$ cat src/rtl/ts_os_detector.sv
// TS1/TS2 ordered-set detector: 4 symbols/clk, 8b/10b (COM based) or 128b/130b (sync-header based).
// Optional macro TS_OS_ERR_CNT_EN enables the saturating malformed-OS counter on errCount.
module ts_os_detector (
    input  logic        clk,
    input  logic        reset,
    input  logic        gen3Mode,
    input  logic        descramblerDataValid,
    input  logic [1:0]  descramblerSyncHeader,
    input  logic [31:0] descramblerData,
    input  logic [3:0]  descramblerDataK,
    output logic        osValid,
    output logic        osType,
    output logic [7:0]  linkNum,
    output logic [7:0]  laneNum,
    output logic [7:0]  nFts,
    output logic [7:0]  rateId,
    output logic [7:0]  trainCtrl,
    output logic [7:0]  tsCount,
    output logic        osError,
    output logic [15:0] errCount
);

    typedef enum logic [1:0] {IDLE, W1, W2, W3} state_e;

    localparam logic [7:0] COM      = 8'hBC;
    localparam logic [7:0] ID_TS1   = 8'h4A;
    localparam logic [7:0] ID_TS2   = 8'h45;
    localparam logic [7:0] G3_TS1   = 8'h1E;
    localparam logic [7:0] G3_TS2   = 8'h2D;

    state_e     state_q, state_d;
    logic       mode_q, mode_d;
    logic       cur_type_q, cur_type_d;
    logic [7:0] cur_link_q, cur_link_d;
    logic [7:0] cur_lane_q, cur_lane_d;
    logic [7:0] cur_nfts_q, cur_nfts_d;
    logic [7:0] cur_rate_q, cur_rate_d;
    logic [7:0] cur_ctrl_q, cur_ctrl_d;

    logic       os_valid_q, os_valid_d;
    logic       os_error_q, os_error_d;
    logic       os_type_q, os_type_d;
    logic [7:0] link_q, link_d;
    logic [7:0] lane_q, lane_d;
    logic [7:0] nfts_q, nfts_d;
    logic [7:0] rate_q, rate_d;
    logic [7:0] ctrl_q, ctrl_d;
    logic [7:0] ts_count_q, ts_count_d;
    logic       hist_valid_q, hist_valid_d;

    logic [7:0] sym0, sym1, sym2, sym3;
    logic [7:0] exp_id;
    logic       framing_ok, w1_id_ok, all_id, hi_id, lo_id, same_os;
    logic       good, bad;

    assign sym0 = descramblerData[7:0];
    assign sym1 = descramblerData[15:8];
    assign sym2 = descramblerData[23:16];
    assign sym3 = descramblerData[31:24];

    assign exp_id = cur_type_q ? ID_TS2 : ID_TS1;
    // A mode change since the OS start fails framing regardless of the word contents.
    assign framing_ok = (gen3Mode == mode_q) &&
                        (mode_q ? (descramblerSyncHeader == 2'b01) : (descramblerDataK == 4'b0000));
    assign w1_id_ok = ((sym2 == ID_TS1) || (sym2 == ID_TS2)) && (sym3 == sym2);
    assign lo_id    = (sym0 == exp_id) && (sym1 == exp_id);
    assign hi_id    = (sym2 == exp_id) && (sym3 == exp_id);
    assign all_id   = lo_id && hi_id;
    assign same_os  = hist_valid_q && (cur_type_q == os_type_q) && (cur_link_q == link_q) &&
                      (cur_lane_q == lane_q) && (cur_rate_q == rate_q) && (cur_ctrl_q == ctrl_q);

    always_comb begin
        state_d      = state_q;
        mode_d       = mode_q;
        cur_type_d   = cur_type_q;
        cur_link_d   = cur_link_q;
        cur_lane_d   = cur_lane_q;
        cur_nfts_d   = cur_nfts_q;
        cur_rate_d   = cur_rate_q;
        cur_ctrl_d   = cur_ctrl_q;
        os_valid_d   = 1'b0;
        os_error_d   = 1'b0;
        os_type_d    = os_type_q;
        link_d       = link_q;
        lane_d       = lane_q;
        nfts_d       = nfts_q;
        rate_d       = rate_q;
        ctrl_d       = ctrl_q;
        ts_count_d   = ts_count_q;
        hist_valid_d = hist_valid_q;
        good         = 1'b0;
        bad          = 1'b0;

        if (descramblerDataValid) begin
            case (state_q)
                IDLE: begin
                    if (!gen3Mode && descramblerDataK[0] && (sym0 == COM)) begin
                        mode_d     = 1'b0;
                        cur_link_d = sym1;
                        cur_lane_d = sym2;
                        cur_nfts_d = sym3;
                        if (descramblerDataK[3:1] != 3'b000) bad = 1'b1;
                        else state_d = W1;
                    end else if (gen3Mode && (descramblerSyncHeader == 2'b01) &&
                                 ((sym0 == G3_TS1) || (sym0 == G3_TS2))) begin
                        mode_d     = 1'b1;
                        cur_type_d = (sym0 == G3_TS2);
                        cur_link_d = sym1;
                        cur_lane_d = sym2;
                        cur_nfts_d = sym3;
                        state_d    = W1;
                    end
                end
                W1: begin
                    if (!framing_ok || (!mode_q && !w1_id_ok)) bad = 1'b1;
                    else begin
                        if (!mode_q) cur_type_d = (sym2 == ID_TS2);
                        cur_rate_d = sym0;
                        cur_ctrl_d = sym1;
                        state_d    = W2;
                    end
                end
                W2: begin
                    if (!framing_ok || !(mode_q ? hi_id : all_id)) bad = 1'b1;
                    else state_d = W3;
                end
                W3: begin
                    if (!framing_ok || !(mode_q ? lo_id : all_id)) bad = 1'b1;
                    else good = 1'b1;
                end
                default: state_d = IDLE;
            endcase
        end

        if (bad) begin
            state_d      = IDLE;
            os_error_d   = 1'b1;
            ts_count_d   = '0;
            hist_valid_d = 1'b0;
        end
        if (good) begin
            state_d      = IDLE;
            os_valid_d   = 1'b1;
            os_type_d    = cur_type_q;
            link_d       = cur_link_q;
            lane_d       = cur_lane_q;
            nfts_d       = cur_nfts_q;
            rate_d       = cur_rate_q;
            ctrl_d       = cur_ctrl_q;
            hist_valid_d = 1'b1;
            if (!same_os)                ts_count_d = 8'd1;
            else if (ts_count_q != 8'hFF) ts_count_d = ts_count_q + 8'd1;
        end
    end

    always_ff @(posedge clk or negedge reset) begin
        if (!reset) begin
            state_q      <= IDLE;
            mode_q       <= 1'b0;
            cur_type_q   <= 1'b0;
            cur_link_q   <= '0;
            cur_lane_q   <= '0;
            cur_nfts_q   <= '0;
            cur_rate_q   <= '0;
            cur_ctrl_q   <= '0;
            os_valid_q   <= 1'b0;
            os_error_q   <= 1'b0;
            os_type_q    <= 1'b0;
            link_q       <= '0;
            lane_q       <= '0;
            nfts_q       <= '0;
            rate_q       <= '0;
            ctrl_q       <= '0;
            ts_count_q   <= '0;
            hist_valid_q <= 1'b0;
        end else begin
            state_q      <= state_d;
            mode_q       <= mode_d;
            cur_type_q   <= cur_type_d;
            cur_link_q   <= cur_link_d;
            cur_lane_q   <= cur_lane_d;
            cur_nfts_q   <= cur_nfts_d;
            cur_rate_q   <= cur_rate_d;
            cur_ctrl_q   <= cur_ctrl_d;
            os_valid_q   <= os_valid_d;
            os_error_q   <= os_error_d;
            os_type_q    <= os_type_d;
            link_q       <= link_d;
            lane_q       <= lane_d;
            nfts_q       <= nfts_d;
            rate_q       <= rate_d;
            ctrl_q       <= ctrl_d;
            ts_count_q   <= ts_count_d;
            hist_valid_q <= hist_valid_d;
        end
    end

`ifdef TS_OS_ERR_CNT_EN
    logic [15:0] err_count_q, err_count_d;

    always_comb begin
        err_count_d = err_count_q;
        if (os_error_d && (err_count_q != 16'hFFFF)) err_count_d = err_count_q + 16'd1;
    end

    always_ff @(posedge clk or negedge reset) begin
        if (!reset) err_count_q <= '0;
        else        err_count_q <= err_count_d;
    end

    assign errCount = err_count_q;
`else
    assign errCount = '0;
`endif

    assign osValid   = os_valid_q;
    assign osError   = os_error_q;
    assign osType    = os_type_q;
    assign linkNum   = link_q;
    assign laneNum   = lane_q;
    assign nFts      = nfts_q;
    assign rateId    = rate_q;
    assign trainCtrl = ctrl_q;
    assign tsCount   = ts_count_q;

endmodule

$ cat config.mk
export PLATFORM = sky130hd
export DESIGN_NAME = ts_os_detector
export DESIGN_NICKNAME = d
export VERILOG_FILES = /design/src/rtl/ts_os_detector.sv
export SDC_FILE = /design/constraint.sdc
export NUM_CORES = 1
export LEC_CHECK = 0
export CORE_MARGIN = 1
export CORE_UTILIZATION = 47
export DETAILED_ROUTE_END_ITERATION = 6
export PLACE_DENSITY = 0.75
export SLEW_MARGIN = 25
export SYNTH_ARGS = -nofsm -noshare
export SYNTH_HDL_FRONTEND = slang
export SYNTH_SLANG_ARGS = --single-unit
$ cat constraint.sdc
create_clock -name clk -period 5.3 [get_ports clk]
set_clock_uncertainty 0.1 [all_clocks]
set_input_delay 1.325 -clock clk [delete_from_list [all_inputs] [get_ports clk]]
set_output_delay 1.325 -clock clk [all_outputs]
set_load 0.01 [all_outputs]
# Yosys cells after proc, flatten, opt, wreduce, memory -nomap -nowiden
# Index checks and enable logic that the tools add are counted.
# word_totals
register_bits,96
in_bits,42
out_inout_bits,67
wordCells,131
# op_classes
add_sub_neg,1
n_eq_ne,29
n_mux,44
bitwise_logic,1
n_reduce_logical,38
# ops
operator,count
$mux W8,10
$eq A8 B8 Y1,5
$eq A8 B7 Y1,4
$mux W1,22
$eq A8 B7 Y1 const B,2
$mux W2,8
$logic_and A1 B1 Y1,15
$reduce_and A6 Y1,2
$ne A5 B5 Y1 const B,2
$add A8 B1 Y8 const B,1
$eq A8 B5 Y1 const B,1
$eq A8 B6 Y1 const B,1
$eq A8 B8 Y1 const B,1
$ne A2 B2 Y1 const B,4
$ne A4 B4 Y1 const B,2
$ne A8 B8 Y1 const B,1
$logic_not A1 Y1,6
$pmux W2 S3,1
$reduce_and A3 Y1,2
$reduce_bool A2 Y1,3
$reduce_bool A3 Y1,2
$logic_or A1 B1 Y1,5
$reduce_bool A5 Y1,1
$eq A2 B1 Y1 const B,2
other kinds (8),10

# Depth between registers and ports, before layout
# Gate-level depths: netlist of the first run.
# logic_depth
depth_word,14
ltp_mapped,10
depth_no_buf,8

# Worst setup path before layout of the first run
# No wires, ideal clock.
# synth_path
path_type,input -> register
from,input descramblerData[21]
to,register cur_ctrl_q[6]
setup_time_ns,0.125
arrival_time_ns,3.129
required_ns,5.075
setup_slack_ns,1.946
stages,7
n_path_buf,1
path_cell_list,nor4b_1 nand4_1 o21ai_0 nand3_1 nor2_1 buf_2 mux2_2
# synth_via
elab_chain_len,8
word_cells_on_any_way,10
cone_classes,eq/ne (3); bitwise (1); reduce/logical (6)
# synth_lines
element,line,source
start: declaration,9,"input logic [31:0] descramblerData,"
$eq A8 B7 Y1,65,assign w1_id_ok = ((sym2 == ID_TS1) || (sym2 == ID_TS2)) && (sym3 == sym2);
$logic_or A1 B1 Y1,65,
$logic_and A1 B1 Y1 (*),65,
$logic_not A1 Y1 (*),115,if (!framing_ok || (!mode_q && !w1_id_ok)) bad = 1'b1;
$logic_and A1 B1 Y1 (*),115,
$logic_or A1 B1 Y1 (*),115,
$not A1 Y1 (no source line) (*),--,
$reduce_and A3 Y1 (no source line) (*),--,
end signal: assignment,184,cur_ctrl_q <= cur_ctrl_d;
end: declaration,38,"logic [7:0] cur_ctrl_q, cur_ctrl_d;"
# Mark *: on every way between the ends. The rest lies on a longest branch, timed or not.
# A chain may end at the register's enable or synchronous reset.

# Final worst setup path of the first run
# layout_path
from,input descramblerData[21]
to,register nfts_q[5] (netlist: nFts[5])
# layout_via
elab_chain_len,9
# layout_lines
element,line,source
$eq A8 B7 Y1,67,assign hi_id = (sym2 == exp_id) && (sym3 == exp_id);
$logic_and A1 B1 Y1,67,
$logic_and A1 B1 Y1,68,assign all_id = lo_id && hi_id;
$mux W1,128,if (!framing_ok || !(mode_q ? lo_id : all_id)) bad = 1'b1;
$logic_not A1 Y1,128,
$logic_or A1 B1 Y1,128,
$mux W1,128,
$mux W1,95,case (state_q)
$mux W1,94,if (descramblerDataValid) begin
end signal: assignment,190,nfts_q <= nfts_d;
end: declaration,45,"logic [7:0] nfts_q, nfts_d;"
# Every way passes these cells.

==> results.sh, run 1 <==
export IMPL_status="finished, final reports clean"
export IMPL_antenna_found_initial=0
export IMPL_synth_edf_count=0
export IMPL_gr_usage_met1_pct=28.6
export IMPL_rsz0062_at_grt="no"
export IMPL_grt_overflow_total=0
export IMPL_crit_type="in -> reg"
export IMPL_cts_tree="done"
export IMPL_grt_max_degree=66
export IMPL_clock_sinks=96
export IMPL_die_h_um=104
export IMPL_synth_seq_cells=96
export IMPL_pin_count=109
export IMPL_wl_um=11300
export IMPL_drv_cap=0
export IMPL_crit_required_ns=5.45
export IMPL_max_slew_margin_rel_pct=45.7
export IMPL_cpPeakStageDelay_ns=0.62
export IMPL_dieArea_mm2=0.0108
export IMPL_powerDensity_mw_per_mm2=260
export IMPL_insertion_delay_ns=0.36
export IMPL_cts_hold_buf=0
export IMPL_cts_buffers=9
export IMPL_cp_slowest_cell="nor4b_1"
export IMPL_synthFlopType="dfrtp_1"
export IMPL_cp_cell_sequence="clkdlybuf4s50_1, nor4b_1, o211ai_1, a21bo_2, a2111o_1, buf_4, mux2_2"
export IMPL_core_area_mm2=0.00991
export IMPL_final_layout_size_suffix_gt1_share_pct=13.5
export IMPL_final_common_cell="nand2_1"
export IMPL_crit_fanout=35
export IMPL_async_flop_share_pct=100
export IMPL_crit_buf_inv=2
export IMPL_ctsResizeCount=0
export IMPL_maxSlewViolCount=0
export IMPL_fin_crit_ns=4.06
export IMPL_grt_first_pass_wirelength_um=19200
export IMPL_grt_use_met3_pct=3.63
export IMPL_antennaDiodeCount=0
export IMPL_setup_viol=0
export IMPL_cp_arrival_ns=4.21
export IMPL_vias_per_cell=5.41
export IMPL_fmax_mhz=246
export IMPL_dr_pass1_iters=5
export IMPL_r2r_start="cur_type_q$_DFFE_PN0P_"
export IMPL_grt_util_met2_pct=37.8
export IMPL_drcViolationCount=0
export IMPL_hold_path_class="reg -> reg"
export IMPL_final_cell_mix="115 x nand2_1, 96 x dfrtp_1, 91 x clkdlybuf4s50_1"
export IMPL_syn_avg_cell_area_um2=10.3
export IMPL_worst_setup_path_end_kind="flop"
export IMPL_seq_area_frac_synth_pct=49.2
export IMPL_grt_pass1_vias=3886
export IMPL_startpoint="descramblerData[21]"
export IMPL_synth_area_mm2=0.00488
export IMPL_area_delta_synth_final_pct=24.4
export IMPL_cp_start_kind="input port"
export IMPL_vias=3795
export IMPL_grt_total_usage_pct=22.2
export IMPL_wl_per_cell_um=16.2
export IMPL_p_leak_nw=3.03
export IMPL_yosys_warnings=0
export IMPL_initial_core_util_pct=49.3
export IMPL_yosysUniqueCellTypes=58
export IMPL_drtIter0Drc=174
export IMPL_gp_congestion=0.823
export IMPL_period_share_pct=76.6
export IMPL_syn_inst=473
export IMPL_row_count=36
export IMPL_fin_tns_setup_ns=0
export IMPL_root_buffer="clkbuf_8"
export IMPL_cts_setup_buffers=0
export IMPL_ir_drop_mv=0.146
export IMPL_final_nets=611
export IMPL_cts_path_max_buffers=2
export IMPL_clk_pin_slew_worst_paths_ns=0.09
export IMPL_die_x_um=104
export IMPL_dp_hpwl_um=8380
export IMPL_final_hold_viol_count=0
export IMPL_busiest_layer="met2"
export IMPL_h_tree_depth=3
export IMPL_hold_start="cur_nfts_q[3]$_DFFE_PN0P_"
export IMPL_io_buffers=92
export IMPL_worst_pin_slew_ns=0.814
export IMPL_drtAntennaViolNets=0
export IMPL_crit_family="compound AO/OA/AOI/OAI gates"
export IMPL_hold_ws_ns=0.411
-- Yosys cell counts (5+ instances only) --
| cell | instances | area (µm²) |
|---|---|---|
| clkbuf_1 | 10 | 37.5 |
| a21oi_1 | 7 | 35.0 |
| a31oi_1 | 5 | 31.3 |
| ha_1 | 5 | 62.6 |
| nor4b_1 | 6 | 52.6 |
| nor2_1 | 9 | 33.8 |
| buf_4 | 16 | 120 |
| xor2_1 | 32 | 280 |
| buf_2 | 5 | 25.0 |
| nand2_1 | 115 | 432 |
| o21ai_0 | 8 | 40.0 |
| nor4_1 | 12 | 75.1 |
| mux2_2 | 48 | 541 |
| inv_1 | 12 | 45.0 |
| nor3_1 | 6 | 30.0 |
| nand4_1 | 5 | 31.3 |
| nand3_1 | 8 | 40.0 |
| dfrtp_1 | 96 | 2400 |
-- sequential cells by signal (all words and copies together) (netlist names), 2 cells and up --
| name | flops |
|---|---|
| cur_ctrl_q | 8 |
| cur_lane_q | 8 |
| cur_link_q | 8 |
| cur_nfts_q | 8 |
| cur_rate_q | 8 |
| laneNum | 8 |
| linkNum | 8 |
| nFts | 8 |
| rateId | 8 |
| state_q | 2 |
| trainCtrl | 8 |
| tsCount | 8 |
-- worst paths after layout --
check / endpoint / slack [ns] / depth (start not counted)
min in group asynchronous: osValid$_DFF_PN0_ / 0.94 / 1
max in group asynchronous: cur_rate_q[5]$_DFFE_PN0P_ / 3.18 / 2
worst min-delay path: nFts[3]$_DFFE_PN0N_ / 0.41 / 1
worst min register to register: nFts[3]$_DFFE_PN0N_ / 0.41 / 1
worst max-delay path: nFts[5]$_DFFE_PN0N_ / 1.24 / 7
worst max register to register: nFts[5]$_DFFE_PN0N_ / 2.43 / 6
-- routing by layer --
metal  share of wire [%]  up-vias
li1                    -     1798
met1                  44     1870
met2                  50      112
met3                 4.7       15
met4                 1.4        0
met5                   0        -
-- kinds of logic after synthesis --
| kind of cell | synth area share, % |
|---|---|
| mux | 11.9 |
| simple gates | 18.8 |
| compound gates | 7.35 |
| buf+inv | 5.12 |
| other cells | 0.0768 |
| fa+ha+maj | 1.28 |
| xor+xnor | 6.28 |
| flops | 49.2 |
-- where the power goes --
group	leakage (nW)	switching [W]	total [W]	internal (W)
logic	1.59	0.000190	0.000321	0.000131
clock network	0.0966	0.000259	0.000494	0.000235
registers	1.34	0.0000168	0.000766	0.000749
-- per-stage QoR --
stage	area (µm²)	total power (W)	util (%)	worst slack [ns]	cells
floorplan	4940	0.000986	-	1.95	488
global placement	5870	0.00108	59.3	0.937	686
detailed placement	5870	0.00110	59.3	0.910	686
CTS	6080	0.00159	61.3	1.28	702
global route	6080	0.00166	61.3	1.10	702
finish	6080	0.00158	61.3	1.24	702
-- worst reg2reg max path, delay by kind of cell, from the launching register on --
family | cells | cell delay [ns]
AOI/OAI and AO/OA | 1 | 0.61
buffers and inverters | 1 | 0.36
muxes | 2 | 0.50
and+or+nand+nor | 2 | 0.69
DFF | 1 | 0.50
-- final cells by class --
type	count	area, µm²
fill	836	3830
clock inverter	5	62.6
sequential	96	2400
clock buffer	11	141
tap	133	166
timing repair buffer	98	963
multi-input combinational	347	2290
inverter	12	45.0
Power figures use the tool's default switching activity.
==> inputs of run 2 (changes only) <==
--- a/config.mk
+++ b/config.mk
@@ -6,9 +6,9 @@
 export NUM_CORES = 1
 export LEC_CHECK = 0
 export CORE_MARGIN = 1
-export CORE_UTILIZATION = 47
+export CORE_UTILIZATION = 46
 export DETAILED_ROUTE_END_ITERATION = 6
-export PLACE_DENSITY = 0.75
+export PLACE_DENSITY = 0.77
 export SLEW_MARGIN = 25
 export SYNTH_ARGS = -nofsm -noshare
 export SYNTH_HDL_FRONTEND = slang
==> constraint.sdc (replaced) <==
create_clock -name clk -period 3.5 [get_ports clk]
set_clock_uncertainty 0.1 [all_clocks]
set_input_delay 0.875 -clock clk [delete_from_list [all_inputs] [get_ports clk]]
set_output_delay 0.875 -clock clk [all_outputs]
set_load 0.01 [all_outputs]
==> run 2 against run 1 <==
  * Cell area is 4.1% higher
  * Via count increased by 4.1%
  * Combinational power increased by 63%
  * Final cell count is 4.0% higher
  * Largest power group unchanged
  * Utilization barely moved
  * Power is 56% higher
  * Wire length up 4.4%
  * Hold slack improved by 0.0014 ns
  * Register-to-register slack got worse by 1.6 ns
==> results.sh, run 2 (same netlist as run 1, synthesis figures left out) <==
export IMPL_final_common_cell="nand2_1"
export IMPL_grt_total_usage_pct=22.5
export IMPL_final_cell_mix="115 x nand2_1, 96 x dfrtp_1, 91 x clkdlybuf4s50_1"
export IMPL_grt_util_met2_pct=37.4
export IMPL_period_share_pct=94.5
export IMPL_grt_use_met3_pct=2.74
export IMPL_crit_fanout=9
export IMPL_grt_max_degree=58
export IMPL_row_count=37
export IMPL_cts_setup_buffers=0
export IMPL_dp_cells=714
export IMPL_grt_pass1_vias=3896
export IMPL_clk_pin_slew_worst_paths_ns=0.09
export IMPL_cp_slowest_cell="clkdlybuf4s50_1"
export IMPL_dr_pass1_iters=4
export IMPL_insertion_delay_ns=0.38
export IMPL_busiest_layer="met2"
export IMPL_drtIter0Drc=216
export IMPL_vias_per_cell=5.41
export IMPL_finalNonFillerCells=730
export IMPL_drcViolationCount=0
export IMPL_hold_ws_ns=0.412
export IMPL_power_w=0.00246
export IMPL_die_x_um=105
export IMPL_ctsResizeCount=0
export IMPL_worst_pin_slew_ns=0.723
export IMPL_p_leak_nw=3.17
export IMPL_fin_area_mm2=0.00633
export IMPL_gp_congestion=0.911
export IMPL_max_slew_margin_rel_pct=51.8
export IMPL_crit_family="compound AO/OA/AOI/OAI gates"
export IMPL_gr_usage_met1_pct=29.8
export IMPL_grt_overflow_total=0
export IMPL_cts_tree="done"
export IMPL_status="finished, final reports clean"
export IMPL_fmax_mhz=302
export IMPL_cts_hold_buf=0
export IMPL_wl_um=11800
export IMPL_antenna_found_initial=0
export IMPL_hold_path_class="reg -> reg"
export IMPL_h_tree_depth=3
export IMPL_area_delta_synth_final_pct=29.5
export IMPL_placed_area_mm2=0.00611
export IMPL_final_nets=636
export IMPL_worst_setup_path_end_kind="flop"
export IMPL_crit_type="in -> reg"
export IMPL_crit_buf_inv=2
export IMPL_drv_cap=0
export IMPL_drtAntennaViolNets=0
export IMPL_rsz0062_at_grt="no"
export IMPL_cp_cell_sequence="clkdlybuf4s50_1, nor4bb_1, nand4_1, a21oi_1, o2111ai_1, a31oi_1, buf_4, nand2_1, o311ai_1"
export IMPL_clock_sinks=96
export IMPL_io_buffers=92
export IMPL_core_area_mm2=0.0103
export IMPL_root_buffer="clkbuf_8"
export IMPL_powerDensity_mw_per_mm2=389
export IMPL_dieArea_mm2=0.0110
export IMPL_wl_per_cell_um=16.2
export IMPL_ir_drop_mv=0.212
export IMPL_cts_buffers=9
export IMPL_initial_core_util_pct=47.3
export IMPL_grt_first_pass_wirelength_um=19400
export IMPL_final_layout_size_suffix_gt1_share_pct=17.3
export IMPL_final_hold_viol_count=0
export IMPL_crit_required_ns=3.65
export IMPL_antennaDiodeCount=0
export IMPL_cpPeakStageDelay_ns=0.55
export IMPL_setup_viol=0
export IMPL_fin_crit_ns=3.31
export IMPL_vias=3952
export IMPL_cp_start_kind="input port"
export IMPL_pin_count=109
export IMPL_maxSlewViolCount=0
export IMPL_die_h_um=105
export IMPL_cts_path_max_buffers=2
export IMPL_dp_hpwl_um=8700
export IMPL_cp_arrival_ns=3.46
-- run 2: cell count changes in the layout (fill, tap and decap cells not counted), sizes merged --
| cell | delta |
|---|---|
| inv | +1 |
| clkinv | +3 |
| clkinvlp | -2 |
| clkbuf | -2 |
| buf | +25 |
-- run 2: area by class of cell --
class | instances | area, µm²
tap | 136 | 170
multi-input combinational | 347 | 2290
clock inverter | 7 | 88.8
timing repair buffer | 123 | 1200
fill | 856 | 4000
sequential | 96 | 2400
clock buffer | 9 | 124
inverter | 12 | 45.0
-- run 2: path summary, 6_finish.rpt --
path / from / endpoint / slack [ns] / cells past startpoint
worst max-delay path: descramblerData[19] / state_q[1]$_DFFE_PN0P_ / 0.19 / 9
worst min-delay path: cur_nfts_q[4]$_DFFE_PN0P_ / nFts[4]$_DFFE_PN0N_ / 0.41 / 1
worst max register to register: trainCtrl[4]$_DFFE_PN0N_ / tsCount[2]$_DFF_PN0_ / 0.81 / 7
worst min register to register: cur_nfts_q[4]$_DFFE_PN0P_ / nFts[4]$_DFFE_PN0N_ / 0.41 / 1
max in group asynchronous: reset / tsCount[6]$_DFF_PN0_ / 2.14 / 2
min in group asynchronous: reset / cur_link_q[2]$_DFFE_PN0P_ / 0.43 / 1
-- run 2: routing by layer --
metal | vias up | wire (µm) | part of all wire [%]
met5 | - | 0 | 0
met4 | 0 | 340 | 2.9
met3 | 29 | 490 | 4.1
met2 | 145 | 5780 | 49
met1 | 1930 | 5230 | 44
li1 | 1848 | - | -
-- run 2: metrics by stage --
stage | TNS (ns) | worst slack [ns] | utilization [%]
after floorplan | 0 | 0.596 | -
after global placement | -0.623 | -0.0527 | 59.2
after detailed placement | -0.442 | -0.117 | 59.2
after CTS | 0 | 0.255 | 61.3
after global routing | 0 | 0.0614 | 61.3
final | 0 | 0.193 | 61.3
-- run 2: power breakdown --
group          switching [W]  internal, W
logic               0.000296     0.000228
clock network       0.000431     0.000347
registers          0.0000256      0.00113
-- run 2: worst register-to-register path: cells and delay by family (launching register included) --
kind	cells	cell delay [ns]
AOI/OAI and AO/OA	2	0.35
xor gates and xnor gates	1	0.17
and+or+nand+nor	4	1.57
DFF	1	0.42
==> inputs of run 3 (changes only) <==
--- a/config.mk
+++ b/config.mk
@@ -5,6 +5,7 @@
 export SDC_FILE = /design/constraint.sdc
 export NUM_CORES = 1
 export LEC_CHECK = 0
+export CAP_MARGIN = 40
 export CORE_MARGIN = 1
 export CORE_UTILIZATION = 46
 export DETAILED_ROUTE_END_ITERATION = 6
==> results of run 3 <==
Same layout as run 2: the final DEF is identical, and so are final timing and power.
==> edit 1: new RTL, flow settings as in run 1 <==
Add an input register stage for `gen3Mode`, `descramblerDataValid`, `descramblerSyncHeader`, `descramblerData` and `descramblerDataK`, cleared by the reset; this delays them by one clock.
--- a/src/rtl/ts_os_detector.sv
+++ b/src/rtl/ts_os_detector.sv
@@ -30,2 +30,24 @@
 
+    logic gen3Mode_q;
+    logic descramblerDataValid_q;
+    logic [1:0] descramblerSyncHeader_q;
+    logic [31:0] descramblerData_q;
+    logic [3:0] descramblerDataK_q;
+
+    always_ff @(posedge clk or negedge reset) begin
+        if (!reset) begin
+            gen3Mode_q              <= '0;
+            descramblerDataValid_q  <= '0;
+            descramblerSyncHeader_q <= '0;
+            descramblerData_q       <= '0;
+            descramblerDataK_q      <= '0;
+        end else begin
+            gen3Mode_q              <= gen3Mode;
+            descramblerDataValid_q  <= descramblerDataValid;
+            descramblerSyncHeader_q <= descramblerSyncHeader;
+            descramblerData_q       <= descramblerData;
+            descramblerDataK_q      <= descramblerDataK;
+        end
+    end
+
     state_e     state_q, state_d;
@@ -55,6 +77,6 @@
 
-    assign sym0 = descramblerData[7:0];
-    assign sym1 = descramblerData[15:8];
-    assign sym2 = descramblerData[23:16];
-    assign sym3 = descramblerData[31:24];
+    assign sym0 = descramblerData_q[7:0];
+    assign sym1 = descramblerData_q[15:8];
+    assign sym2 = descramblerData_q[23:16];
+    assign sym3 = descramblerData_q[31:24];
 
@@ -62,4 +84,4 @@
     // A mode change since the OS start fails framing regardless of the word contents.
-    assign framing_ok = (gen3Mode == mode_q) &&
-                        (mode_q ? (descramblerSyncHeader == 2'b01) : (descramblerDataK == 4'b0000));
+    assign framing_ok = (gen3Mode_q == mode_q) &&
+                        (mode_q ? (descramblerSyncHeader_q == 2'b01) : (descramblerDataK_q == 4'b0000));
     assign w1_id_ok = ((sym2 == ID_TS1) || (sym2 == ID_TS2)) && (sym3 == sym2);
@@ -93,6 +115,6 @@
 
-        if (descramblerDataValid) begin
+        if (descramblerDataValid_q) begin
             case (state_q)
                 IDLE: begin
-                    if (!gen3Mode && descramblerDataK[0] && (sym0 == COM)) begin
+                    if (!gen3Mode_q && descramblerDataK_q[0] && (sym0 == COM)) begin
                         mode_d     = 1'b0;
@@ -101,5 +123,5 @@
                         cur_nfts_d = sym3;
-                        if (descramblerDataK[3:1] != 3'b000) bad = 1'b1;
+                        if (descramblerDataK_q[3:1] != 3'b000) bad = 1'b1;
                         else state_d = W1;
-                    end else if (gen3Mode && (descramblerSyncHeader == 2'b01) &&
+                    end else if (gen3Mode_q && (descramblerSyncHeader_q == 2'b01) &&
                                  ((sym0 == G3_TS1) || (sym0 == G3_TS2))) begin
Function: changed (a bounded check fails within 4 cycles, from zero or initial values and one cycle with reset low).
==> edit 1 against run 1 <==
  * Synthesized cell count grew 7.6%
  * Sequential cell count increased by 40
  * Cell area rose by 25%
  * Total power up 70%
  * Core utilization up 1.2 points
  * Via count grew 11%
  * Routed wire length is 23% higher
  * Die area rose by 21%
  * Synthesized area increased by 21%
  * Worst setup slack better by 0.96 ns
  * Clock power increased to 2.6 times the old value
  * Critical path type is now flop to flop
  * Largest cell class unchanged
  * Highest routed layer unchanged
==> edit 1: results (changes against run 1) <==
[run_status]
outcome = finished, final reports clean  ; unchanged

[synth]
synthTopCellsByArea = dfrtp_1 (57%), mux2_2 (9.3%), nand2_1 (7.1%)  ; was dfrtp_1 (49%), mux2_2 (11%), nand2_1 (8.8%)
synth_compound_area_share_pct = 4.81  ; was 7.35%
synth_cell_types = 57  ; was 58
synth_common_cells = dfrtp_1 (136), nand2_1 (112), mux2_2 (49), xor2_1 (28), buf_4 (16)  ; was nand2_1 (115), dfrtp_1 (96), mux2_2 (48), xor2_1 (32), buf_4 (16)
synthXorXnorAreaFrac_pct = 5.47  ; was 6.28%
syn_avg_cell_area_sq_um = 11.6  ; was 10.3 sq um
muxShareOfSynthArea_pct = 9.64  ; was 11.9%
synth_adder_area_share_pct = 1.06  ; was 1.28%

[global_routing]
grt_pass1_vias = 4334  ; was 3886
grt_use_total_pct = 23.5  ; was 22.2%
grt_max_degree = 104  ; was 66
grt_pass1_wl_mm = 22.6  ; was 19.2 mm

[routing]
via_per_inst = 5.37  ; was 5.41
detail_route.iter0.violations = 271  ; was 174
drt-pass1-iter-count = 7  ; was 5

[cells_and_area]
drive_above_1_share_pct = 14.7  ; was 13.5%
fin_nets = 652  ; was 611
layoutNonFillerInstCount = 785  ; was 702
syn2layout_area_growth_pct = 28.2  ; was 24.4%

[power_and_ir_drop]
clockPowerShare_pct = 47.7  ; was 31.2%
p_int_w = 0.00205  ; was 0.00112 W
seq_power_share_pct = 41.0  ; was 48.5%
leakagePower_nw = 3.76  ; was 3.03 nW

[placed_design]
post_dp_cell_area_sq_um = 6960  ; was 5870 sq um
dp_hpwl_mm = 9.30  ; was 8.38 mm
place.gp.congestion = 0.855  ; was 0.823

[clock_tree]
numCtsBuffers = 17  ; was 9
cts_root_buffer = clkbuf_16  ; was clkbuf_8
clk_pin_slew_ns = 0.06  ; was 0.09 ns
clk_latency_ns = 0.43  ; was 0.36 ns

[worst_setup_path]
rr_endpoint = tsCount[3]  ; was nFts[5]
cpLargestDelayFamily = simple AND/OR/NAND/NOR gates  ; was compound AO/OA/AOI/OAI gates
reg2reg_from = descramblerData_q[19]  ; was cur_type_q
cp_slowest_cell = or4b_4  ; was nor4b_1

[timing]
holdWs_ns = 0.404  ; was 0.411 ns
finalCritPeriodShare_pct = 58.4  ; was 76.6%

[edit 1: changes by cell type in the layout (fill, tap and decap cells not counted), sizes merged, moves of 4 or more]
cell           run 1  this run
xor2              32        28
a31oi              5         1
clkbuf            11        20
bufinv             1         5
nand3              8        14
a21oi              7         2
o211ai             2         7
dfrtp             96       136
xnor2              3         9
nand3b             1         7
[edit 1: layer usage]
layer	routed length [microns]	GRT usage (%)	vias up	share of wire (%)
li1	-	-	1927	-
met1	6100	31.1	2088	44
met2	6760	35.8	178	48
met3	840	7.78	21	6.0
met4	234	9.18	0	1.7
met5	0	0	-	0
[edit 1: layout make-up]
cell class	count	share of cell area [%]
Sequential cell	136	44.8
Multi-Input combinational cell	345	31.1
Timing Repair Buffer	95	12.4
Clock buffer	20	5.87
Tap cell	168	2.76
Clock inverter	11	2.58
Inverter	10	0.494
==> edit 2: new RTL, settings of run 1 <==
Without the edit above. Build with the macro `TS_OS_ERR_CNT_EN` defined.
--- a/src/rtl/ts_os_detector.sv
+++ b/src/rtl/ts_os_detector.sv
@@ -2,2 +2,4 @@
 // Optional macro TS_OS_ERR_CNT_EN enables the saturating malformed-OS counter on errCount.
+`define TS_OS_ERR_CNT_EN
+
 module ts_os_detector (
Function: changed (Yosys sat finds a counterexample within 4 cycles, from zero or initial values and one cycle with reset low).
==> edit 2 against run 1 <==
  * Cell area grew 21%
  * Synthesized area is 19% higher
  * Largest power group unchanged
  * Sequential cell count rose by 16
  * Sequential share of layout area shrank 1.4 points
  * Routed wire length grew 33%
  * Worst setup slack worse by 0.36 ns
  * Non-clock buffer count rose by 18
  * Total power up 30%
==> edit 2: results (changes against run 1) <==
[run_status]
outcome = finished, final reports clean  ; unchanged

[placed_design]
dp_cells = 811  ; was 686
place.gp.congestion = 0.866  ; was 0.823
dp_hpwl_mm = 11.1  ; was 8.38 mm
post_dp_cell_area_sq_um = 7030  ; was 5870 sq um
portBuffers = 108  ; was 92

[synth]
synth_compound_area_share_pct = 7.07  ; was 7.35%
yosysSeqAreaShare_pct = 48.3  ; was 49.2%
synth_adder_area_share_pct = 1.29  ; was 1.28%
synth_common_cells = nand2_1 (139), dfrtp_1 (112), xnor2_1 (42), mux2_2 (41), nor2_1 (24)  ; was nand2_1 (115), dfrtp_1 (96), mux2_2 (48), xor2_1 (32), buf_4 (16)
synthXorXnorAreaFrac_pct = 8.45  ; was 6.28%
synthTopCellsByArea = dfrtp_1 (48%), nand2_1 (9.0%), mux2_2 (8.0%)  ; was dfrtp_1 (49%), mux2_2 (11%), nand2_1 (8.8%)
syn_inst = 568  ; was 473

[global_routing]
use_met1_pct = 31.2  ; was 28.6%
grt_pass1_vias = 4698  ; was 3886
grt_pass1_wl_mm = 24.5  ; was 19.2 mm
grt_util_met2_pct = 41.5  ; was 37.8%
grt_use_total_pct = 24.8  ; was 22.2%
gr-usage-met3_pct = 6.21  ; was 3.63%

[power_and_ir_drop]
pg_seq_w = 0.000933  ; was 0.000766 W
clockPowerShare_pct = 36.2  ; was 31.2%
leakagePower_nw = 3.44  ; was 3.03 nW
peakVddDrop_v = 0.000195  ; was 0.000146 V
fin_total_pwr_w = 0.00206  ; was 0.00158 W

[routing]
ant_nets = 0  ; unchanged
wirelength_mm = 15.1  ; was 11.3 mm
detail_route.iter0.violations = 308  ; was 174
drt-pass1-iter-count = 4  ; was 5
via_per_inst = 5.64  ; was 5.41

[worst_setup_path]
ff2ff_path_depth = 8  ; was 6
worstSetupStartpoint = descramblerData[20]  ; was descramblerData[21]
crit_fanout = 16  ; was 35
critPathArrivalTime_ns = 4.58  ; was 4.21 ns

[clock_tree]
post_cts_buffers = 0  ; unchanged
clk_pin_slew_ns = 0.07  ; was 0.09 ns
cts_root_buffer = clkbuf_16  ; was clkbuf_8

[cells_and_area]
layoutNonFillerInstCount = 827  ; was 702
fin_nets = 723  ; was 611
finish.instance_area_sq_um = 7350  ; was 6080 sq um
drive_above_1_share_pct = 12.9  ; was 13.5%

[worst_hold_path]
min_from = nFts[1]  ; was cur_nfts_q[3]
holdPathStages = 2  ; was 1

[timing]
worst_slew_pin_slew_ns = 0.966  ; was 0.814 ns

## edit 2: final cells by class
cell class	count	share of cell area [%]
multi-input cells	421	38.7
flip-flops and latches	112	38.1
repair buffers	116	15.5
clock buffers	10	3.25
well taps	147	2.50
clock inverters	6	1.19
inverters	15	0.766
## edit 2: worst paths after layout
check,endpoint,slack (ns)
setup / recovery,tsCount[5],0.88
hold / removal,nFts[1],0.37
setup reg to reg,tsCount[5],1.77
hold reg to reg,nFts[1],0.37
max in group asynchronous,cur_nfts_q[4],3.29
min in group asynchronous,trainCtrl[1],0.82
## edit 2: metal layers
metal | part of all wire, % | vias up
met5 | 0 | -
met4 | 2.6 | 0
met3 | 5.4 | 27
met2 | 50 | 141
met1 | 42 | 2294
li1 | - | 2199
## edit 2: critical path: stages
cell	delay [ns]
clkdlybuf4s50_1	0.48
nor4b_2	0.40
nand4_1	0.15
a21oi_1	0.53
o211ai_2	0.21
a2111oi_4	0.94
buf_4	0.28
nor3_1	0.05
o22ai_1	0.21
